==> config.mk <==
export PLATFORM = sky130hd
export DESIGN_NAME = ptp_tsq_regs
export DESIGN_NICKNAME = d
export VERILOG_FILES = /design/src/rtl/ptp_regs_pkg.sv /design/src/rtl/ptp_tsq_regs_if.sv /design/src/rtl/ptp_tsq_chan.sv /design/src/rtl/ptp_tsq_regs.sv
export SDC_FILE = /design/constraint.sdc
export NUM_CORES = 1
export LEC_CHECK = 0
export CORE_MARGIN = 5
export CORE_UTILIZATION = 45
export CTS_CLUSTER_DIAMETER = 100
export DETAILED_ROUTE_END_ITERATION = 6
export GPL_ROUTABILITY_DRIVEN = 0
export GPL_TIMING_DRIVEN = 0
export PLACE_DENSITY = 0.7
export SYNTH_ARGS = -nofsm -noshare
export SYNTH_HDL_FRONTEND = slang
export SYNTH_SLANG_ARGS = --single-unit
==> constraint.sdc <==
create_clock -name clk -period 3.1 [get_ports clk]
set_input_delay 0.62 -clock clk [delete_from_list [all_inputs] [get_ports clk]]
set_output_delay 0.62 -clock clk [all_outputs]
set_load 0.05 [all_outputs]
==> src/rtl/ptp_regs_pkg.sv <==
// Shared constants and types for the PTP timestamp-queue register block.
// Word offsets within a channel window, IRQ bit indices, channel FSM state.
package ptp_regs_pkg;

  localparam logic [2:0] OFF_CTRL  = 3'd0;
  localparam logic [2:0] OFF_STAT  = 3'd1;
  localparam logic [2:0] OFF_IRQ   = 3'd2;
  localparam logic [2:0] OFF_IRQEN = 3'd3;
  localparam logic [2:0] OFF_DATA0 = 3'd4;

  localparam int CTRL_RD  = 0;
  localparam int CTRL_RST = 1;

  localparam int IRQ_DONE  = 0;
  localparam int IRQ_EMPTY = 1;
  localparam int IRQ_OVR   = 2;

  typedef enum logic [1:0] {
    S_IDLE,
    S_POP,
    S_WAIT,
    S_CAPT
  } chan_state_e;

endpackage

==> src/rtl/ptp_tsq_regs_if.sv <==
// Simple register bus: write/read strobes, word address, data both ways.
// Read data is combinational from the slave; the master registers it.
interface ptp_tsq_regs_if #(
  parameter int AW = 8
) ();

  logic          wr;
  logic          rd;
  logic [AW-1:0] addr;
  logic [31:0]   wdata;
  logic [31:0]   rdata;

  modport master (
    output wr, rd, addr, wdata,
    input  rdata
  );

  modport slave (
    input  wr, rd, addr, wdata,
    output rdata
  );

endinterface

==> src/rtl/ptp_tsq_chan.sv <==
// One timestamp-queue channel: pop FSM, ok/busy, IRQ, mask and data latch.
// Register window is 8 words, addressed by a 3-bit word offset.
module ptp_tsq_chan
  import ptp_regs_pkg::*;
#(
  parameter int Q_DW   = 128,
  parameter int RD_LAT = 1
) (
  input  logic            clk,
  input  logic            rst_n,
  ptp_tsq_regs_if.slave   bus,
  input  logic            i_empty,
  input  logic [7:0]      i_stat,
  input  logic [Q_DW-1:0] i_qdata,
  output logic            o_qrst,
  output logic            o_rd_en,
  output logic [7:0]      o_mask,
  output logic            o_irq
);

  localparam int NW = Q_DW / 32;
  localparam logic [1:0] LAT_END = 2'(RD_LAT > 1 ? RD_LAT - 2 : 0);

  chan_state_e     r_state, w_nxt;
  logic [1:0]      r_cnt, w_cnt_nxt;
  logic            r_ok, r_busy, r_qrst;
  logic [2:0]      r_irq, r_irq_en;
  logic [7:0]      r_mask;
  logic [Q_DW-1:0] r_data;

  logic w_wr_ctrl, w_wr_stat, w_wr_irq, w_wr_en;
  logic w_req, w_abort;
  logic w_start, w_capt, w_ovr, w_eerr;
  logic [2:0]  w_irq_set, w_irq_clr;
  logic [31:0] w_dw [4];
  logic        w_unused;

  assign w_wr_ctrl = bus.wr && (bus.addr == OFF_CTRL);
  assign w_wr_stat = bus.wr && (bus.addr == OFF_STAT);
  assign w_wr_irq  = bus.wr && (bus.addr == OFF_IRQ);
  assign w_wr_en   = bus.wr && (bus.addr == OFF_IRQEN);
  assign w_abort   = w_wr_ctrl && bus.wdata[CTRL_RST];
  assign w_req     = w_wr_ctrl && bus.wdata[CTRL_RD];
  assign w_unused  = ^bus.wdata[23:3];

  always_comb begin
    w_nxt     = r_state;
    w_cnt_nxt = r_cnt;
    w_start   = 1'b0;
    w_capt    = 1'b0;
    w_ovr     = 1'b0;
    w_eerr    = 1'b0;
    if (w_abort) begin
      w_nxt = S_IDLE;
    end else begin
      unique case (r_state)
        S_IDLE: begin
          if (w_req && i_empty) begin
            w_eerr = 1'b1;
          end else if (w_req) begin
            w_nxt   = S_POP;
            w_start = 1'b1;
          end
        end
        S_POP: begin
          w_ovr     = w_req;
          w_cnt_nxt = '0;
          w_nxt     = (RD_LAT == 1) ? S_CAPT : S_WAIT;
        end
        S_WAIT: begin
          w_ovr = w_req;
          if (r_cnt == LAT_END) w_nxt = S_CAPT;
          else w_cnt_nxt = r_cnt + 2'd1;
        end
        S_CAPT: begin
          w_ovr  = w_req;
          w_capt = 1'b1;
          w_nxt  = S_IDLE;
        end
        default: w_nxt = S_IDLE;
      endcase
    end
  end

  always_ff @(posedge clk or negedge rst_n) begin
    if (!rst_n) begin
      r_state <= S_IDLE;
      r_cnt   <= '0;
    end else begin
      r_state <= w_nxt;
      r_cnt   <= w_cnt_nxt;
    end
  end

  always_comb begin
    w_irq_set            = '0;
    w_irq_set[IRQ_DONE]  = w_capt;
    w_irq_set[IRQ_EMPTY] = w_eerr;
    w_irq_set[IRQ_OVR]   = w_ovr;
    w_irq_clr            = w_wr_irq ? bus.wdata[2:0] : 3'b0;
  end

  // A set event in the same cycle as its W1C keeps the bit set
  always_ff @(posedge clk or negedge rst_n) begin
    if (!rst_n) begin
      r_ok     <= 1'b0;
      r_busy   <= 1'b0;
      r_qrst   <= 1'b0;
      r_irq    <= '0;
      r_irq_en <= '0;
      r_mask   <= '0;
      r_data   <= '0;
    end else begin
      r_qrst <= w_abort;
      r_irq  <= (r_irq & ~w_irq_clr) | w_irq_set;
      if (w_wr_en)   r_irq_en <= bus.wdata[2:0];
      if (w_wr_stat) r_mask   <= bus.wdata[31:24];
      if (w_abort) begin
        r_ok   <= 1'b0;
        r_busy <= 1'b0;
      end else if (w_start) begin
        r_ok   <= 1'b0;
        r_busy <= 1'b1;
      end else if (w_capt) begin
        r_ok   <= 1'b1;
        r_busy <= 1'b0;
        r_data <= i_qdata;
      end
    end
  end

  for (genvar k = 0; k < 4; k++) begin : g_dw
    if (k < NW) begin : g_on
      assign w_dw[k] = r_data[Q_DW-1-32*k -: 32];
    end else begin : g_off
      assign w_dw[k] = '0;
    end
  end

  always_comb begin
    bus.rdata = '0;
    if (bus.rd) begin
      unique case (bus.addr)
        OFF_CTRL:  bus.rdata = {30'd0, r_busy, r_ok};
        OFF_STAT:  bus.rdata = {r_mask, 15'd0, i_empty, i_stat};
        OFF_IRQ:   bus.rdata = {29'd0, r_irq};
        OFF_IRQEN: bus.rdata = {29'd0, r_irq_en};
        default:   bus.rdata = w_dw[bus.addr[1:0]];
      endcase
    end
  end

  assign o_qrst  = r_qrst;
  assign o_rd_en = (r_state == S_POP);
  assign o_mask  = r_mask;
  assign o_irq   = |(r_irq & r_irq_en);

endmodule

==> src/rtl/ptp_tsq_regs.sv <==
// PTP timestamp-queue register block: channel decode, read mux, IRQ OR.
// Each channel occupies a 0x20-byte window; unmapped channels read 0.
module ptp_tsq_regs
  import ptp_regs_pkg::*;
#(
  parameter int N_CH   = 2,
  parameter int Q_DW   = 128,
  parameter int RD_LAT = 1,
  parameter int ADDR_W = 8
) (
  input  logic                 clk,
  input  logic                 rst_n,
  input  logic                 wr_in,
  input  logic                 rd_in,
  input  logic [ADDR_W-1:0]    addr_in,
  input  logic [31:0]          data_in,
  output logic [31:0]          data_out,
  output logic [N_CH-1:0]      q_rst_out,
  output logic [N_CH-1:0]      q_rd_en_out,
  output logic [8*N_CH-1:0]    q_msgid_mask_out,
  input  logic [N_CH-1:0]      q_empty_in,
  input  logic [8*N_CH-1:0]    q_stat_in,
  input  logic [Q_DW*N_CH-1:0] q_data_in,
  output logic                 irq_out
);

  localparam int CW = ADDR_W - 5;

  logic [CW-1:0]   w_ch;
  logic [31:0]     w_rdata [N_CH];
  logic [31:0]     w_rd_mux;
  logic [N_CH-1:0] w_irq;
  logic [31:0]     r_data_out;
  logic            r_irq;
  logic            w_unused;

  assign w_ch     = addr_in[ADDR_W-1:5];
  assign w_unused = ^addr_in[1:0];

  for (genvar c = 0; c < N_CH; c++) begin : g_ch
    ptp_tsq_regs_if #(.AW(3)) u_bus ();

    assign u_bus.wr    = wr_in && (w_ch == CW'(c));
    assign u_bus.rd    = rd_in && (w_ch == CW'(c));
    assign u_bus.addr  = addr_in[4:2];
    assign u_bus.wdata = data_in;
    assign w_rdata[c]  = u_bus.rdata;

    ptp_tsq_chan #(
      .Q_DW   (Q_DW),
      .RD_LAT (RD_LAT)
    ) u_chan (
      .clk     (clk),
      .rst_n   (rst_n),
      .bus     (u_bus),
      .i_empty (q_empty_in[c]),
      .i_stat  (q_stat_in[8*c +: 8]),
      .i_qdata (q_data_in[Q_DW*c +: Q_DW]),
      .o_qrst  (q_rst_out[c]),
      .o_rd_en (q_rd_en_out[c]),
      .o_mask  (q_msgid_mask_out[8*c +: 8]),
      .o_irq   (w_irq[c])
    );
  end

  always_comb begin
    w_rd_mux = '0;
    for (int c = 0; c < N_CH; c++) begin
      if (w_ch == CW'(c)) w_rd_mux = w_rdata[c];
    end
  end

  // Read data samples pre-write state, so a same-cycle write is not seen
  always_ff @(posedge clk or negedge rst_n) begin
    if (!rst_n) begin
      r_data_out <= '0;
      r_irq      <= 1'b0;
    end else begin
      if (rd_in) r_data_out <= w_rd_mux;
      r_irq <= |w_irq;
    end
  end

  assign data_out = r_data_out;
  assign irq_out  = r_irq;

endmodule

==> results of run 1 <==
## layer usage
layer  share of wire, %  vias up  track usage (%)
met5               0.30        -                0
met4                2.9       20            8.201
met3                8.2       99            7.435
met2                 48      410            40.75
met1                 40     5224            31.56
li1                   -     4538                -
## kinds of logic after synthesis
group,count (synthesis),synth area share [%]
buffers and inverters,97,3.513
flip-flops,331,55.12
AND/OR/NAND/NOR,91,3.280
adder cells (fa/ha/maj),14,1.166
AO/OA/AOI/OAI,119,5.587
multiplexers,354,31.34
## power by group through the flow
| stage | clock (uW) | combinational, uW | sequential, uW |
|---|---|---|---|
| global placement | 0 | 5830 | 7160 |
| floorplan | 0 | 3890 | 7120 |
| global route | 4470 | 6370 | 7370 |
| CTS | 4280 | 6020 | 7160 |
| finish | 4200 | 5910 | 7150 |
| detailed placement | 0 | 5990 | 7220 |
## worst max-delay path: cells and delay by family (launching register included)
| kind | cells | cell delay (ns) |
|---|---|---|
| buffers and inverters | 3 | 1.07 |
| DFF | 1 | 0.41 |
| adders and majority gates | 1 | 0.21 |
## registers in the layout, indices dropped and copies added, names as in the netlist
| signal | cells |
|---|---|
| g_ch.u_chan.r_irq_en | 6 |
| data_out | 32 |
| g_ch.u_chan.o_qrst | 2 |
| g_ch.u_chan.r_data | 256 |
| g_ch.u_chan.r_ok | 2 |
| g_ch.u_chan.r_irq | 6 |
| g_ch.u_chan.o_mask | 16 |
| irq_out | 1 |
| g_ch.u_chan.r_state | 4 |
| g_ch.u_chan.r_cnt | 4 |
| g_ch.u_chan.r_busy | 2 |
## placed cells by master, fill, tap and decap left out, types with 5 or more instances in the layout
cell	count
clkbuf_16	41
a22o_1	21
buf_2	23
mux4_2	65
o21ai_1	19
mux2_1	265
buf_4	12
diode_2	8
clkdlybuf4s50_1	344
a31oi_1	16
buf_6	12
nor3_1	6
nand2_1	28
ha_1	14
inv_1	26
o21ai_0	6
mux2i_1	7
dfrtp_1	331
nor2b_1	5
a21oi_1	8
mux2_2	17
clkinv_2	5
a22oi_1	31
clkbuf_1	29
nand2b_1	5
nor2_1	22
## path summary, 6_finish.rpt
path                                           start                    endpoint  slack (ns)  depth (start not counted)
max in group asynchronous                      rst_n  g_ch[0].u_chan.r_data[109]        1.28                          4
setup / recovery           g_ch[0].u_chan.r_state[1]              q_rd_en_out[0]        0.29                          4
min in group asynchronous                      rst_n    g_ch[0].u_chan.o_mask[1]        0.59                          2
hold / removal             g_ch[0].u_chan.r_data[12]   g_ch[0].u_chan.r_data[12]        0.48                          1
setup reg to reg           g_ch[1].u_chan.r_state[1]    g_ch[1].u_chan.r_data[5]        0.57                          8
hold reg to reg            g_ch[0].u_chan.r_data[12]   g_ch[0].u_chan.r_data[12]        0.48                          1
## metrics by stage
step | area [um^2] | power [uW]
after floorplan | 15030 | 11010
after global placement | 19040 | 12990
after detailed placement | 19130 | 13210
after CTS | 20290 | 17460
after global routing | 20320 | 18210
final | 20330 | 17260
## layout make-up
cell class                 count  area, um^2
inverter                      29       108.9
multi-input combinational    578        6230
buffer                        68       421.7
clock inverter                 6       32.53
tap                          448       560.5
antenna                        8       20.02
sequential                   331        8283
fill                        2673       12950
clock buffer                  58        1120
timing repair buffer         349        3551
## repair_timing
item / CTS / global route
hold buffers: 1 / 0
endpoints found under the setup margin: 11 / 11
hold endpoints to repair: 18 / 0
setup buffers: 0 / 0
gates resized for setup: 0 / 6
==> results.rst, run 1 <==
.. list-table::
   :header-rows: 1

   * - Metric
     - Value
   * - Worst Path Required
     - 2.48 ns
   * - Initial antenna violation count
     - 17
   * - Post-layout instance count excluding filler cells
     - 1875
   * - Min Clock Period, post-route
     - 2.809 ns
   * - Biggest cell delay along the critical path
     - 0.80 ns
   * - Port bufs
     - 345
   * - Biggest area consumer among synthesized cells
     - dfrtp_1
   * - Actual slew at the worst max-slew pin
     - 0.9462 ns
   * - Post-route DRC
     - 0
   * - Final layout net count
     - 1727
   * - Number of flip-flops and latches in the synthesized netlist
     - 331
   * - Cell Int Power
     - 11820 uW
   * - CTS clk-pin slew, worst paths
     - 0.05 ns
   * - Detailed-route wire length per cell
     - 24.59 um
   * - Final setup skew
     - 0.01324 ns
   * - Share of layout cells above drive strength 1
     - 13.74%
   * - Vias in the first global route
     - 11240
   * - Register share of total power
     - 41.4%
   * - Crit path max-delay cell type
     - clkdlybuf4s50_1
   * - Endpoint type of the worst setup path
     - output port
   * - Starting utilization of the core area
     - 45.16%
   * - Maximum number of pins on one net before global-route repair
     - 118
   * - Share of synthesized area occupied by flip-flops and latches
     - 55.12%
   * - Layout area overhead
     - 35.26%
   * - Final core occ
     - 61.08%
   * - Category of the critical setup timing path
     - reg -> out
   * - Top_reg_cell synth
     - dfrtp_1
   * - Tightest hold margin
     - 0.4835 ns
   * - Portion of total power attributed to the clock network
     - 24.3%
   * - WP data arrival
     - 2.19 ns
   * - Average cell area after synthesis
     - 14.94 um^2
   * - Die Ht
     - 192.7 um
   * - Detailed-placement wirelength estimate
     - 34990 um
   * - Net Sw Power
     - 5435 uW
   * - Peak supply drop
     - 0.4675 mV
   * - Leakage power figure
     - 0.008328 uW
   * - Remaining Overflow, GRT
     - 0
   * - Detail Route Antenna Nets
     - 0
   * - Number of flops mapped to enable cells by yosys
     - 0
   * - Count of H-tree levels built during CTS
     - 2
   * - Synth top area cells
     - dfrtp_1, mux2_1, mux4_2
   * - CTS tree
     - done
   * - Normalized max-slew margin
     - 36.92%
   * - Peak Freq
     - 356.0 MHz
   * - Min-Delay Path Class
     - reg -> reg
   * - Total Routing Usage GR
     - 24.79%
   * - Count of pins on the block boundary
     - 371
   * - Status
     - completed
   * - Clock root buffer
     - clkbuf_16
   * - Total Die Area
     - 37150 um^2
   * - Pwr Density
     - 848.9 nW/um^2
   * - Final worst slack
     - 0.2906 ns
   * - Unrepaired setup endpoints after global routing
     - no
   * - DRT Pass-1 Iters
     - 6
   * - Number of max-slew violations in the final report
     - 0
   * - Clock buffer count from CTS
     - 38
   * - Row cnt
     - 67
   * - Ys async rst share
     - 100.0%
   * - Worst slack after detailed placement
     - -0.5954 ns
   * - Share of total power in combinational logic
     - 34.2%
   * - Count of different cell masters after synthesis
     - 52
   * - Ratio of final minimum period to clock period
     - 90.62%
   * - Number of placed instances, taps included
     - 1802
   * - Final number of hold-violating endpoints
     - 0
   * - Leading cell types by count after synthesis
     - dfrtp_1, mux2_1, mux4_2
   * - Total nets after synthesis
     - 1338
   * - Clock latency at the later pin of the worst-skew pair
     - 0.52 ns
   * - Wirelength, routed
     - 46100 um
   * - Top-area cell type share of the netlist area
     - 55.12%
   * - Switching part of the total power
     - 31.50%
   * - Total number of vias
     - 10290
   * - Startpoint type of the worst setup path
     - flip-flop
   * - Most repeated cell in the gate-level netlist after synthesis
     - dfrtp_1
   * - Total core area
     - 33280 um^2
   * - Cell breakdown of the critical path
     - inv_1, ha_1, buf_4, clkdlybuf4s50_1
   * - Setup TNS
     - 0 ns
   * - First-pass GRT wire length
     - 68740 um
   * - Clock tree buffer depth
     - 3
   * - Horizontal extent of the die
     - 192.7 um
   * - Max-cap viol count
     - 0
   * - Post-synthesis cell area
     - 15030 um^2
   * - DRC marker count from the first detailed-route iteration
     - 474
   * - Count of mapped cells out of synthesis
     - 1006
   * - Vias per inst
     - 5.489
   * - Number of warnings issued by yosys
     - 0
   * - # clock sinks
     - 331
   * - Number of failing setup endpoints in the final timing report
     - 0
   * - CP Max Fanout
     - 4
(Power assumes the default switching activity.)
==> run 2, diff against run 1 <==
==> constraint.sdc (replaced) <==
create_clock -name clk -period 3.4 [get_ports clk]
set_input_delay 0.68 -clock clk [delete_from_list [all_inputs] [get_ports clk]]
set_output_delay 0.68 -clock clk [all_outputs]
set_load 0.05 [all_outputs]
==> run 2 against run 1 <==
  * Clock skew up 0.0016 ns
  * Utilization down 0.060 points
  * Cell count about the same
  * Cell area about the same
  * Global-route usage about the same
  * Clock power down 9.0%
  * Highest routed layer unchanged
  * Flip-flop and latch count unchanged
  * Combinational power down 9.0%
  * Critical path depth up 3
  * Clock-buffer cell count unchanged
  * First-iteration DRC count up 10%
==> results.rst, run 2 (synthesized netlist as in run 1, its figures left out) <==
.. list-table::
   :header-rows: 1

   * - Metric
     - Value
   * - Ratio of final minimum period to clock period
     - 95.18%
   * - Startpoint type of the worst setup path
     - input port
   * - Count of H-tree levels built during CTS
     - 2 (unchanged)
   * - Port bufs
     - 345 (unchanged)
   * - Crit path max-delay cell type
     - nor3_2
   * - Total number of vias
     - 10300 (+0.087%)
   * - Pwr Density
     - 774.5 nW/um^2 (-8.8%)
   * - Clock buffer count from CTS
     - 38 (unchanged)
   * - Max reg flops
     - 256 (unchanged)
   * - Endpoint type of the worst setup path
     - flip-flop
   * - Final core occ
     - 61.02% (about the same)
   * - Status
     - completed
   * - Max-cap viol count
     - 0 (unchanged)
   * - Most repeated library cell on the critical path
     - clkbuf_1
   * - Number of failing setup endpoints in the final timing report
     - 0 (unchanged)
   * - Min-Delay Path Class
     - in -> async
   * - DRT Pass-1 Iters
     - 5 (-1)
   * - Wirelength, routed
     - 46100 um (about the same)
   * - Layout area overhead
     - 35.13% (about the same)
   * - Reg-to-reg endpoint
     - g_ch[1].u_chan.r_data[0]
   * - Quantity of hold-fixing buffers added after cts
     - 0 (-1)
   * - Clock tree buffer depth
     - 3 (unchanged)
   * - Post-layout instance count excluding filler cells
     - 1876 (+0.053%)
   * - Worst Path Required
     - 3.84 ns (+1.36 ns)
   * - Final setup skew
     - 0.01480 ns (+0.001564 ns)
   * - WP data arrival
     - 3.67 ns (+1.48 ns)
   * - Clock root buffer
     - clkbuf_16
   * - Maximum number of pins on one net before global-route repair
     - 118 (unchanged)
   * - Length in cells of the worst reg-to-reg path
     - 8 (unchanged)
   * - Min Clock Period, post-route
     - 3.236 ns
   * - Clock latency at the later pin of the worst-skew pair
     - 0.52 ns (about the same)
   * - Detail Route Antenna Nets
     - 0 (unchanged)
   * - Routed met3 length
     - 3919 um (+3.4%)
   * - Register-to-register path setup slack
     - 0.85 ns (+0.28 ns)
   * - Peak Freq
     - 309.0 MHz
   * - Normalized max-slew margin
     - 36.52% (-0.40 points)
   * - Setup TNS
     - 0 ns (unchanged)
   * - Actual slew at the worst max-slew pin
     - 0.9521 ns (+0.005946 ns)
   * - Number of placed instances, taps included
     - 1802 (unchanged)
   * - DRC marker count from the first detailed-route iteration
     - 522 (+10%)
   * - Crit. Startpoint
     - addr_in[5]
   * - Most frequent cells in the layout
     - clkdlybuf4s50_1, dfrtp_1, mux2_1
   * - Commonest non-fill, non-tap cell in the layout
     - clkdlybuf4s50_1
   * - Total Die Area
     - 37150 um^2 (unchanged)
   * - Cell breakdown of the critical path
     - clkdlybuf4s50_1, nor3_2, and3_1, clkbuf_1, clkbuf_1, nand2_1, a31oi_1
   * - Leakage power figure
     - 0.008312 uW (-0.20%)
   * - Total Routing Usage GR
     - 24.78% (about the same)
   * - Total core area
     - 33280 um^2 (unchanged)
   * - Final layout net count
     - 1726 (-0.058%)
   * - Detailed-route wire length per cell
     - 24.57 um (about the same)
   * - Category of the critical setup timing path
     - in -> reg
   * - End of the critical path
     - data_out[30]
   * - Peak supply drop
     - 0.4263 mV (-8.8%)
   * - # clock sinks
     - 331 (unchanged)
   * - Number of gates resized after cts
     - 0 (unchanged)
   * - Register containing the most flip-flops in the final layout
     - g_ch.u_chan.r_data
   * - CTS clk-pin slew, worst paths
     - 0.06 ns (about the same)
   * - Unrepaired setup endpoints after global routing
     - no
   * - Uppermost routed layer
     - met5
   * - Number of post-CTS setup repair buffers
     - 0 (unchanged)
   * - Wire length on met2
     - 22310 um (about the same)
   * - Die Ht
     - 192.7 um (unchanged)
   * - CTS tree
     - done
   * - Biggest cell delay along the critical path
     - 0.74 ns (-0.06 ns)
   * - Count of pins on the block boundary
     - 371 (unchanged)
   * - Vias in the first global route
     - 11220 (-0.18%)
   * - CP Max Fanout
     - 10 (+6)
   * - First-pass GRT wire length
     - 68720 um (about the same)
   * - Number of max-slew violations in the final report
     - 0 (unchanged)
   * - Routed met1 length
     - 18460 um (-0.51%)
   * - Remaining Overflow, GRT
     - 0 (unchanged)
   * - Initial antenna violation count
     - 17 (unchanged)
   * - Post-route DRC
     - 0 (unchanged)
   * - Detailed-placement wirelength estimate
     - 34990 um (unchanged)
   * - Row cnt
     - 67 (unchanged)
   * - Horizontal extent of the die
     - 192.7 um (unchanged)
   * - Share of layout cells above drive strength 1
     - 13.61% (-0.13 points)
   * - Final number of hold-violating endpoints
     - 0 (unchanged)
   * - Starting utilization of the core area
     - 45.16% (unchanged)
   * - Startpoint of the worst register-to-register path
     - g_ch[1].u_chan.r_state[1]
   * - Vias per inst
     - 5.490 (about the same)
[run 2: changes by cell type in the layout (fill, tap and decap cells not counted), sizes merged]
cell | before | now
dlygate4sd3 | 1 | 0
diode | 8 | 10
[run 2: cell type report]
cell class / instances / area (um^2)
Clock inverter: 6 / 32.53
Buffer: 68 / 419.2
Inverter: 29 / 108.9
Clock buffer: 58 / 1120
Fill cell: 2675 / 12970
Sequential cell: 331 / 8283
Antenna cell: 10 / 25.02
Multi-Input combinational cell: 578 / 6217
Timing Repair Buffer: 348 / 3541
Tap cell: 448 / 560.5
[run 2: how the worst min path moves through the flow]
stage                                 to  slack (ns)                 startpoint  cells after the start
2_1_floorplan                data_out[0]        0.38                      rst_n                      0
3_3_place_gp   g_ch[1].u_chan.r_data[45]        0.47  g_ch[1].u_chan.r_data[45]                      1
3_5_place_dp   g_ch[0].u_chan.r_data[43]        0.48  g_ch[0].u_chan.r_data[43]                      1
4_1_cts         g_ch[0].u_chan.o_mask[1]        0.05                      rst_n                      1
5_1_grt         g_ch[0].u_chan.o_mask[1]        0.07                      rst_n                      1
6_report        g_ch[0].u_chan.o_mask[1]        0.05                      rst_n                      1
[run 2: layer usage]
| metal | vias up | track usage (%) |
|---|---|---|
| met5 | - | 0 |
| met4 | 18 | 8.201 |
| met3 | 92 | 7.435 |
| met2 | 404 | 40.71 |
| met1 | 5244 | 31.58 |
| li1 | 4542 | - |
[run 2: per-stage QoR]
step                power (uW)  hold WS (ns)  cell area [um^2]  worst slack, ns
floorplan                10030        0.3844             15030            1.078
global placement         11840        0.4680             19040           -12.99
detailed placement       12050        0.4755             19130          -0.3554
CTS                      15920       0.04677             20280           0.1668
global route             16600       0.06983             20300          0.03263
finish                   15730       0.04596             20310           0.1639
[run 2: critical path: cells and delay by family]
kind | cells | cell delay, ns
AOI/OAI and AO/OA | 1 | 0.24
buffers and inverters | 3 | 1.41
and+or+nand+nor | 3 | 1.33
[run 2: report_power, final]
| part | switching, uW | internal, uW | total (uW) |
|---|---|---|---|
| Clock | 1560 | 2260 | 3820 |
| Combinational | 2520 | 2860 | 5380 |
| Sequential | 867 | 5650 | 6520 |
==> run 3, diff against run 2 <==
--- a/config.mk
+++ b/config.mk
@@ -8,6 +8,7 @@
 export CORE_MARGIN = 5
 export CORE_UTILIZATION = 45
 export CTS_CLUSTER_DIAMETER = 100
+export CTS_CLUSTER_SIZE = 28
 export DETAILED_ROUTE_END_ITERATION = 6
 export GPL_ROUTABILITY_DRIVEN = 0
 export GPL_TIMING_DRIVEN = 0
==> run 3 against run 2 <==
  * Die area is the same
  * Critical endpoint unchanged
  * Clock power shrank 46%
  * Via count shrank 2.3%
  * Wire length shrank 2.0%
==> results.rst, run 3 (synthesized netlist as in run 1, its figures left out) <==
.. list-table::
   :header-rows: 1

   * - Metric
     - Value
   * - Vias per inst
     - 5.509 (+0.33%)
   * - Startpoint of the worst register-to-register path
     - g_ch[1].u_chan.r_state[1]
   * - Final setup skew
     - 0.01206 ns (-0.002746 ns)
   * - Share of layout cells above drive strength 1
     - 11.66% (-1.9 points)
   * - Total number of vias
     - 10060 (-2.3%)
   * - Register containing the most flip-flops in the final layout
     - g_ch.u_chan.r_data
   * - Status
     - completed
   * - Peak Freq
     - 308.6 MHz (-0.13%)
   * - Wire length on met2
     - 21630 um (-3.1%)
   * - Number of max-slew violations in the final report
     - 0 (unchanged)
   * - Length in cells of the worst reg-to-reg path
     - 8 (unchanged)
   * - Category of the critical setup timing path
     - in -> reg
   * - Critical path buffer and inverter count
     - 3 (unchanged)
   * - Peak supply drop
     - 0.3652 mV (-14%)
   * - Min Clock Period, post-route
     - 3.240 ns (+0.004201 ns)
   * - Total number of cells along the worst setup path
     - 7 (unchanged)
   * - Detail Route Antenna Nets
     - 0 (unchanged)
   * - Detailed-route wire length per cell
     - 24.75 um (+0.71%)
   * - WP data arrival
     - 3.67 ns (about the same)
   * - Clock buffer count from CTS
     - 15 (-61%)
   * - Reg-to-reg endpoint
     - g_ch[1].u_chan.r_data[5]
   * - Number of gates resized after cts
     - 0 (unchanged)
   * - First-pass GRT wire length
     - 67590 um (-1.6%)
   * - Die Ht
     - 192.7 um (unchanged)
   * - Number of post-CTS setup repair buffers
     - 0 (unchanged)
   * - Remaining Overflow, GRT
     - 0 (unchanged)
   * - Unrepaired setup endpoints after global routing
     - no
   * - Crit path max-delay cell type
     - nor3_2
   * - Ratio of final minimum period to clock period
     - 95.30% (+0.12 points)
   * - Routed met1 length
     - 18320 um (-0.79%)
   * - Maximum number of pins on one net before global-route repair
     - 118 (unchanged)
   * - Starting utilization of the core area
     - 45.16% (unchanged)
   * - Register-to-register path setup slack
     - 0.90 ns (+0.05 ns)
   * - Row cnt
     - 67 (unchanged)
   * - Quantity of hold-fixing buffers added after cts
     - 0 (unchanged)
   * - DRT Pass-1 Iters
     - 7 (+2)
   * - Uppermost routed layer
     - met5
   * - Cell breakdown of the critical path
     - clkdlybuf4s50_1, nor3_2, and3_1, clkbuf_1, clkbuf_1, nand2_1, a31oi_1
   * - CTS tree
     - done
   * - CP Max Fanout
     - 10 (unchanged)
   * - Post-route DRC
     - 0 (unchanged)
   * - # clock sinks
     - 331 (unchanged)
   * - Vias in the first global route
     - 10860 (-3.2%)
   * - Clock latency at the later pin of the worst-skew pair
     - 0.51 ns (about the same)
   * - Total Die Area
     - 37150 um^2 (unchanged)
   * - Total Routing Usage GR
     - 24.30% (-0.48 points)
   * - Min-Delay Path Class
     - in -> async
   * - Final core occ
     - 58.75% (-2.3 points)
   * - Crit. Startpoint
     - addr_in[5]
   * - Number of placed instances, taps included
     - 1802 (unchanged)
   * - Horizontal extent of the die
     - 192.7 um (unchanged)
   * - Max reg flops
     - 256 (unchanged)
   * - Detailed-placement wirelength estimate
     - 34990 um (unchanged)
   * - Total core area
     - 33280 um^2 (unchanged)
   * - Startpoint type of the worst setup path
     - input port
   * - Clock root buffer
     - clkbuf_16
   * - Leakage power figure
     - 0.007949 uW (-4.4%)
   * - Post-layout instance count excluding filler cells
     - 1826 (-2.7%)
   * - Number of failing setup endpoints in the final timing report
     - 0 (unchanged)
   * - Actual slew at the worst max-slew pin
     - 0.9439 ns (-0.008193 ns)
   * - Pwr Density
     - 712.6 nW/um^2 (-8.0%)
   * - Most frequent cells in the layout
     - clkdlybuf4s50_1, dfrtp_1, mux2_1
   * - Cell family contributing the most delay on the critical path
     - buffers and inverters
   * - Routed met3 length
     - 3713 um (-5.3%)
   * - Normalized max-slew margin
     - 37.07% (+0.55 points)
   * - Commonest non-fill, non-tap cell in the layout
     - clkdlybuf4s50_1
   * - DRC marker count from the first detailed-route iteration
     - 504 (-3.4%)
   * - Layout area overhead
     - 30.10%
   * - Count of H-tree levels built during CTS
     - 1 (-1)
   * - Wirelength, routed
     - 45190 um (-2.0%)
   * - Biggest cell delay along the critical path
     - 0.73 ns (about the same)
   * - Endpoint type of the worst setup path
     - flip-flop
   * - Max-cap viol count
     - 0 (unchanged)
   * - Port bufs
     - 345 (unchanged)
   * - Initial antenna violation count
     - 16 (-1)
   * - Count of pins on the block boundary
     - 371 (unchanged)
   * - Worst Path Required
     - 3.83 ns (about the same)
   * - CTS clk-pin slew, worst paths
     - 0.10 ns (+0.04 ns)
   * - Clock tree buffer depth
     - 3 (unchanged)
   * - Most repeated library cell on the critical path
     - clkbuf_1
   * - Final layout net count
     - 1703 (-1.3%)
   * - Final number of hold-violating endpoints
     - 0 (unchanged)
==> run 3: cell types whose count changed in the layout (fill, tap and decap cells not counted) <==
| cell | delta |
|---|---|
| clkbuf_16 | -26 |
| clkbuf_1 | -13 |
| clkinv_2 | -5 |
| diode_2 | -4 |
| clkbuf_8 | -1 |
| clkinvlp_4 | -1 |
==> run 3: final cells by class <==
type,instances,area (um^2)
clock buffer,18,406.6
antenna,6,15.01
inverter,29,108.9
fill,2748,13730
tap,448,560.5
multi-input combinational,578,6217
buffer,68,419.2
timing repair buffer,348,3541
sequential,331,8283
==> run 3: worst max path at each step <==
stage                                             to  slack (ns)
after detailed placement                data_out[30]       -0.36
after CTS                               data_out[30]        0.17
after floorplan                         data_out[15]        1.08
final                                   data_out[30]        0.16
after global routing                    data_out[30]        0.02
after global placement    g_ch[0].u_chan.r_data[112]      -12.99
==> run 3: layer usage <==
layer  up-vias  track usage (%)
met4        22            7.213
met2       358            39.92
met1      5132            31.46
met5         -                0
met3        87            7.091
li1       4460                -
==> run 3: per-stage QoR <==
step	hold WS (ns)	worst slack (ns)	TNS [ns]	power [uW]	area, um^2
after global routing	0.05538	0.02083	0	14800	19550
after detailed placement	0.4755	-0.3554	-3.281	12050	19130
after global placement	0.4680	-12.99	-4291.57	11840	19040
final	0.04304	0.1597	0	13930	19550
after CTS	0.04330	0.1684	0	14120	19540
after floorplan	0.3844	1.078	0	10030	15030
==> run 3: power by group <==
| part | switching, uW | internal, uW | total, uW |
|---|---|---|---|
| clock network | 1230 | 855 | 2080 |
| logic | 2490 | 2860 | 5350 |
| registers | 866 | 5630 | 6490 |
